File: src/rtl/register_file_pkg.sv
// Shared CPU types for the register file: word and select widths plus the
// matching typedefs used by the register file and its neighbours.
`timescale 1ns/1ps
package register_file_pkg;

  localparam int WORD_W = 32;
  localparam int NREGS  = 32;
  localparam int SEL_W  = $clog2(NREGS);
  localparam int CNT_W  = 16;

  typedef logic [WORD_W-1:0] word_t;
  typedef logic [SEL_W-1:0]  sel_t;
  typedef logic [NREGS-1:0]  wen_t;
  typedef logic [CNT_W-1:0]  cnt_t;

endpackage

File: src/rtl/register_file.sv
// Two-read, one-write register file with hard-wired zero register, same-cycle
// write-through, multi-hot write protection and a committed-write counter.
`timescale 1ns/1ps
module register_file
  import register_file_pkg::cnt_t;
#(
  parameter int  WORD_W = register_file_pkg::WORD_W,
  parameter int  NREGS  = register_file_pkg::NREGS,
  localparam int SEL_W  = $clog2(NREGS)
) (
  input  logic              CLK,
  input  logic              nRST,
  input  logic [NREGS-1:0]  wen,
  input  logic [WORD_W-1:0] wdat,
  input  logic [SEL_W-1:0]  rsel1,
  input  logic [SEL_W-1:0]  rsel2,
  output logic [WORD_W-1:0] rdat1,
  output logic [WORD_W-1:0] rdat2,
  output logic              onehot_err,
  output logic [15:0]       wr_cnt
);

  function automatic logic is_multi_hot(logic [NREGS-1:0] v);
    return (v & (v - NREGS'(1))) != '0;
  endfunction

  function automatic logic [SEL_W-1:0] onehot_idx(logic [NREGS-1:0] v);
    logic [SEL_W-1:0] idx;
    idx = '0;
    for (int i = 0; i < NREGS; i++) begin
      if (v[i]) idx = SEL_W'(i);
    end
    return idx;
  endfunction

  logic [WORD_W-1:0] regs_q [NREGS];
  logic [WORD_W-1:0] regs_d [NREGS];
  cnt_t              wr_cnt_q, wr_cnt_d;
  logic              onehot_err_q, onehot_err_d;
  // Goes high one edge after reset release so a write on that edge is dropped.
  logic              en_q, en_d;

  logic             multi_hot;
  logic [SEL_W-1:0] widx;
  logic             wr_commit;

  always_comb begin
    // NOTE: every variable gets a default first so no path leaves it unassigned (no latches).
    regs_d       = regs_q;
    wr_cnt_d     = wr_cnt_q;
    onehot_err_d = onehot_err_q;
    en_d         = 1'b1;

    multi_hot = is_multi_hot(wen);
    widx      = onehot_idx(wen);
    wr_commit = en_q && !multi_hot && (wen != '0) && (widx != '0);

    if (wr_commit) begin
      regs_d[widx] = wdat;
      wr_cnt_d     = wr_cnt_q + cnt_t'(1);
    end
    if (en_q && multi_hot) onehot_err_d = 1'b1;
  end

  always_ff @(posedge CLK or negedge nRST) begin
    if (!nRST) begin
      // NOTE: the storage array is reset too, because reads must return 0 during and after reset.
      for (int i = 0; i < NREGS; i++) regs_q[i] <= '0;
      wr_cnt_q     <= '0;
      onehot_err_q <= 1'b0;
      en_q         <= 1'b0;
    end else begin
      // NOTE: non-blocking assignments so every flop samples pre-edge values.
      regs_q       <= regs_d;
      wr_cnt_q     <= wr_cnt_d;
      onehot_err_q <= onehot_err_d;
      en_q         <= en_d;
    end
  end

  // Register 0 is never written, so it reads 0 without a special case on storage.
  assign rdat1 = (rsel1 == '0)                ? '0   :
                 (wr_commit && widx == rsel1) ? wdat : regs_q[rsel1];
  assign rdat2 = (rsel2 == '0)                ? '0   :
                 (wr_commit && widx == rsel2) ? wdat : regs_q[rsel2];

  assign wr_cnt     = wr_cnt_q;
  assign onehot_err = onehot_err_q;

endmodule
File: config.mk
export PLATFORM = sky130hd
export DESIGN_NAME = register_file
export DESIGN_NICKNAME = d
export VERILOG_FILES = /design/src/rtl/register_file_pkg.sv /design/src/rtl/register_file.sv
export SDC_FILE = /design/constraint.sdc
export NUM_CORES = 2
export LEC_CHECK = 0
export ABC_CLOCK_PERIOD_IN_PS = 3200
export BUFFER_PORTS_ARGS = -buffer_cell sky130_fd_sc_hd__buf_2
export CAP_MARGIN = 20
export CORE_MARGIN = 4
export CORE_UTILIZATION = 57
export DETAILED_ROUTE_END_ITERATION = 7
export PLACE_DENSITY = 0.79
export SLEW_MARGIN = 10
export SYNTH_ARGS = -nofsm -noshare
export SYNTH_HDL_FRONTEND = slang
export SYNTH_SLANG_ARGS = --single-unit
File: constraint.sdc
create_clock -name CLK -period 3.2 [get_ports CLK]
set_input_delay 0.32 -clock CLK [delete_from_list [all_inputs] [get_ports CLK]]
set_output_delay 0.32 -clock CLK [all_outputs]
set_load 0.005 [all_outputs]
# [Word-level counts from Yosys, hierarchy flattened]
# Index checks and enable logic that the tools add are counted.
[classes] n_lt_le_gt_ge=4 n_addsub=2 muxes=44 n_reduce_logical=13 n_bitwise=4 eq_ne=2
[op_table] cell="1024-bit bitwise mux" n=1
[op_table] cell="32-bit binary-select mux with 5-bit select" n=2
[op_table] cell="32-bit 2-to-1 mux" n=9
[op_table] cell="32-bit demux with 5-bit select" n=1
[op_table] cell="5-bit 2-to-1 mux" n=29
[op_table] cell="32-bit nonzero test" n=2
[op_table] cell="32-bit AND" n=1
[op_table] cell="32-bit by 1-bit subtractor with 32-bit output, second input constant" n=1
[op_table] cell="6-bit greater-or-equal comparator, second input constant" n=3
[op_table] cell="5-bit NOT with 6-bit output" n=3
[op_table] cell="16-bit by 1-bit adder with 16-bit output, second input constant" n=1
[op_table] cell="5-bit equality test" n=2
[op_table] cell="5-bit logical NOT" n=2
[op_table] cell="1-bit logical AND" n=7
[op_table] cell="6-bit by 1-bit < comparator with 1-bit output, second input constant" n=1
[op_table] cell="5-bit nonzero test" n=1
[op_table] cell="2-bit 2-to-1 mux" n=1
[op_table] cell="1-bit logical NOT" n=1
[op_table] cell="1-bit 2-to-1 mux" n=1
[totals] ff_bits=1042 inputBits=76 word_cells=104

# [Longest topological paths before layout]
[depth] ltp_word=37 mapped_depth=11

# [Least setup slack after synthesis]
# No wires, ideal clock.
[synth_path] path_type="input-to-output" from="in wen[17]" to="out rdat2[10]" path_slack_ps=-25 t_arrival_ps=2905 cell_stages=10 n_path_buf=3 path_cell_list="clkbuf_1 > or4_1 > o41a_1 > a21o_1 > and4bb_4 > o211ai_1 > or2_2 > clkbuf_1 > clkbuf_1 > a21oi_1"
[synth_via] elab_chain_cells=20 word_cells_on_any_way=28 classes_between="1 x add/sub; 1 x eq/ne; 17 x mux; 1 x bitwise; 8 x reduce/logical"
[synth_rtl] element="start: declaration" line_no="register_file.sv:13" source="input logic [NREGS-1:0] wen,"
[synth_rtl] element="5-bit 2-to-1 mux (15 in a row)" line_no="register_file.sv:31" source="if (v[i]) idx = SEL_W'(i);"
[synth_rtl] element="5-bit nonzero test" line_no="register_file.sv:56" source="wr_commit = en_q && !multi_hot && (wen != '0) && (widx != '0);"
[synth_rtl] element="1-bit logical AND" line_no="register_file.sv:56"
[synth_rtl] element="1-bit logical AND (*)" line_no="register_file.sv:85" source="(wr_commit && widx == rsel2) ? wdat : regs_q[rsel2];"
[synth_rtl] element="32-bit 2-to-1 mux (*)" line_no="register_file.sv:85"
[synth_rtl] element="32-bit 2-to-1 mux (*)" line_no="register_file.sv:84" source="assign rdat2 = (rsel2 == '0) ? '0 :"
[synth_rtl] element="end: declaration" line_no="register_file.sv:18" source="output logic [WORD_W-1:0] rdat2,"
# Mark *: on every way between the ends. The rest lies on a longest branch, timed or not.

# [Final worst setup path]
[layout_path] from="in wen[6]" to="out rdat1[20]"
[layout_via] elab_chain_cells=31 word_cells_on_any_way=39 classes_between="1 x add/sub; 1 x eq/ne; 28 x mux; 1 x bitwise; 8 x reduce/logical"
[layout_rtl] element="5-bit 2-to-1 mux (26 in a row)" line_no="register_file.sv:31"
[layout_rtl] element="5-bit nonzero test" line_no="register_file.sv:56"
[layout_rtl] element="1-bit logical AND" line_no="register_file.sv:56"
[layout_rtl] element="1-bit logical AND (*)" line_no="register_file.sv:83" source="(wr_commit && widx == rsel1) ? wdat : regs_q[rsel1];"
[layout_rtl] element="32-bit 2-to-1 mux (*)" line_no="register_file.sv:83"
[layout_rtl] element="32-bit 2-to-1 mux (*)" line_no="register_file.sv:82" source="assign rdat1 = (rsel1 == '0) ? '0 :"
[layout_rtl] element="end: declaration" line_no="register_file.sv:17" source="output logic [WORD_W-1:0] rdat1,"
# Marked as above.

==> results.sh <==
export IMPL_hold_viol=0
export IMPL_synth_seq_cells=1042
export IMPL_die_area_um2=105000
export IMPL_layout_common_cells="1,042 x dfrtp_1, 833 x mux2_2, 636 x mux4_2"
export IMPL_synth_edff_count=0
export IMPL_antenna_found_initial=3
export IMPL_area_growth_pct=16.7
export IMPL_htreeDepth=3
export IMPL_drtIter0Drc=3882
export IMPL_reg2reg_from="en_q"
export IMPL_worst_r2r_cell_count=6
export IMPL_crit_family="compound AO/OA/AOI/OAI gates"
export IMPL_hp_class="input pin to async pin"
export IMPL_insertion_delay_ps=720
export IMPL_synth_distinct_cells=67
export IMPL_p_per_area_nw_per_um2=429
export IMPL_cts_sinks=1042
export IMPL_slowest_stage="a2111oi_0"
export IMPL_grt_pass1_vias=38000
export IMPL_die_x_um=324
export IMPL_wl_mm=167
export IMPL_cts_reportedPaths_clkPinSlew_ps=60
export IMPL_path_cells="buf_2 > buf_6 > inv_1 > a2111oi_0 > a21oi_2 > o211ai_1 > buf_4 > buf_4 > xor2_1 > nand4_1 > buf_4 > o31ai_1 > a21oi_2 > buf_2"
export IMPL_cpPeakStageDelay_ps=560
export IMPL_worstPathArrival_ps=3130
export IMPL_cts_path_max_buffers=3
export IMPL_worst_setup_path_start_kind="input pin"
export IMPL_core_um2=98700
export IMPL_die_h_um=324
export IMPL_period_share_pct=108
export IMPL_placed_area_um2=61400
export IMPL_first_pass_iters=5
export IMPL_cts_tree="yes"
export IMPL_avgRoutedWirePerCell_um=32.7
export IMPL_yosys_warnings=0
export IMPL_root_buffer="clkbuf_16"
export IMPL_worstPathRequired_ps=2880
export IMPL_drc=0
export IMPL_gp_congestion=0.879
export IMPL_clock_skew_ps=20.5
export IMPL_seq_area_frac_synth_pct=45.9
export IMPL_multi_input_area_um2=30000
export IMPL_fmax_mhz=290
export IMPL_worstSetupEndpointType="primary output"
export IMPL_via_count=36600
export IMPL_max_vdd_ir_drop_uv=447
export IMPL_grt_pass1_wl_mm=250
export IMPL_ant_nets=0
export IMPL_status="complete, but fails checks"
export IMPL_cp_max_fo=13
export IMPL_leakage_uw=0.0313
export IMPL_grtUsageTotal_pct=32.3
export IMPL_worstMarginPinSlew_ps=694
export IMPL_timing_final_ws_setup_ps=-254
export IMPL_synth_nets=3627
export IMPL_finalSetupViolCount=64
export IMPL_netlist_area_um2=56800
export IMPL_grt_max_degree=120
export IMPL_violations="setup timing"
export IMPL_stdcell_area_um2=66300
export IMPL_hold_ws_ps=213
export IMPL_path_depth=14
export IMPL_fin_crit_ps=3450
export IMPL_rsz0062_at_grt="true"
export IMPL_post_drt_via_cell_ratio=7.18
export IMPL_initial_core_util_pct=57.6
export IMPL_cp_common_cell="buf_4"
export IMPL_drv_cap=0
export IMPL_pin_count=157
export IMPL_rows=115
export IMPL_portBuffers=156
export IMPL_layout_commonest_cell="dfrtp_1"
export IMPL_drive_gt1_share_pct=60.5
export IMPL_async_reset_ff_share_pct=100
export IMPL_nFillCells=6351
export IMPL_crit_buf_inv=7
export IMPL_overflow=0
export IMPL_seq_area_um2=26100
export IMPL_worst_setup_path_type="input pin to primary output"
export IMPL_dp_hpwl_mm=102
export IMPL_final_nets=3793
export IMPL_relSlewSlack_pct=53.8
export IMPL_yosys_most_used_dff="dfrtp_1"
export IMPL_cts_buffers=109
export IMPL_cp_startpoint="wen[6]"
export IMPL_syn_inst=3550
export IMPL_slew_viol_final=0
export IMPL_avgSynthCellArea_um2=16.0
[state kept, by name, summed over array words and instances (netlist names)]
register	flops
onehot_err	1
en_q	1
regs_q	1024
wr_cnt	16
[cell usage after synthesis (all sizes together), types with 4 or more instances]
cell,number,share of area (%)
nor2b,5,0.055
o31ai,63,0.83
mux2i,64,1.1
mux2,1000,20
nand2,34,0.22
nor4,13,0.21
o22ai,4,0.044
xnor2,15,0.23
xor2,7,0.11
dfrtp,1042,46
and3,5,0.055
or4,7,0.092
o211ai,7,0.092
maj3,4,0.070
nand3b,6,0.10
nand4,13,0.18
nor2,26,0.17
a21oi,71,0.63
nor3,14,0.18
and4,4,0.062
buf,163,1.4
mux4,636,25
or3,14,0.15
or2,4,0.044
o21ai,14,0.12
nand2b,8,0.088
inv,5,0.033
clkbuf,252,1.7
nand3,15,0.15
[worst paths after layout]
check / to / slack [ps]
max: rdat1[20] / -250
min: regs_q[987] / 210
max reg2reg: regs_q[269] / 1010
min reg2reg: regs_q[1000] / 390
max in group asynchronous: regs_q[21] / 1920
min in group CLK: regs_q[584] / 280
[power breakdown]
group	leakage (uW)	total (uW)	switching [uW]	internal, uW
registers	0.0146	13200	0.464	13200
clock network	0.00182	13400	5440	7920
logic	0.0149	1900	1240	658
[routing by layer]
layer / track usage, % / vias to the layer above / share of wire, %
li1: - / 14400 / -
met1: 44.3 / 19900 / 38
met2: 51.4 / 1928 / 49
met3: 6.68 / 430 / 8.6
met4: 12.9 / 0 / 4.1
met5: 0 / - / 0
[repair_timing]
item	4_1_cts	5_1_grt
gates cloned	4	4
gates resized for setup	118	50
hold endpoints to repair	39	0
hold buffers	1	0
setup buffers	11	4
endpoints found under the setup margin	64	64
pin swaps	25	9
[stage by stage]
| step | setup WS [ps] | power, uW | setup TNS [ps] | cells | utilization (%) |
|---|---|---|---|---|---|
| after floorplan | -8.77 | 14300 | -175 | 3550 | - |
| after global placement | -499 | 15200 | -214900 | 4870 | 62.2 |
| after detailed placement | -551 | 15300 | -267350 | 4870 | 62.2 |
| after CTS | -179 | 28600 | -7120 | 5087 | 66.8 |
| after global routing | -383 | 29300 | -20640 | 5094 | 67.2 |
| final | -254 | 28400 | -11970 | 5096 | 67.2 |
[logic make-up (layout without fill, tap and decap cells)]
kind of cell | Yosys count | count (layout) | synth area share [%]
buffers and inverters | 420 | 676 | 3.12
muxes | 1700 | 1700 | 46.5
AOI/OAI and AO/OA | 184 | 184 | 2.11
DFF | 1042 | 1042 | 45.9
other | 1 | 4 | 0.00660
and+or+nand+nor | 176 | 176 | 1.90
adders and majority gates | 5 | 5 | 0.0925
xor gates and xnor gates | 22 | 22 | 0.339
[final cells by class]
cell class,instances,area share [%]
diodes,3,0.0113
clock buffers,161,4.74
clock inverters,40,0.891
inverters,5,0.0283
multi-input cells,2088,45.2
flip-flops and latches,1042,39.3
well taps,1287,2.43
repair buffers,470,7.39
(Power assumes the default switching activity.)
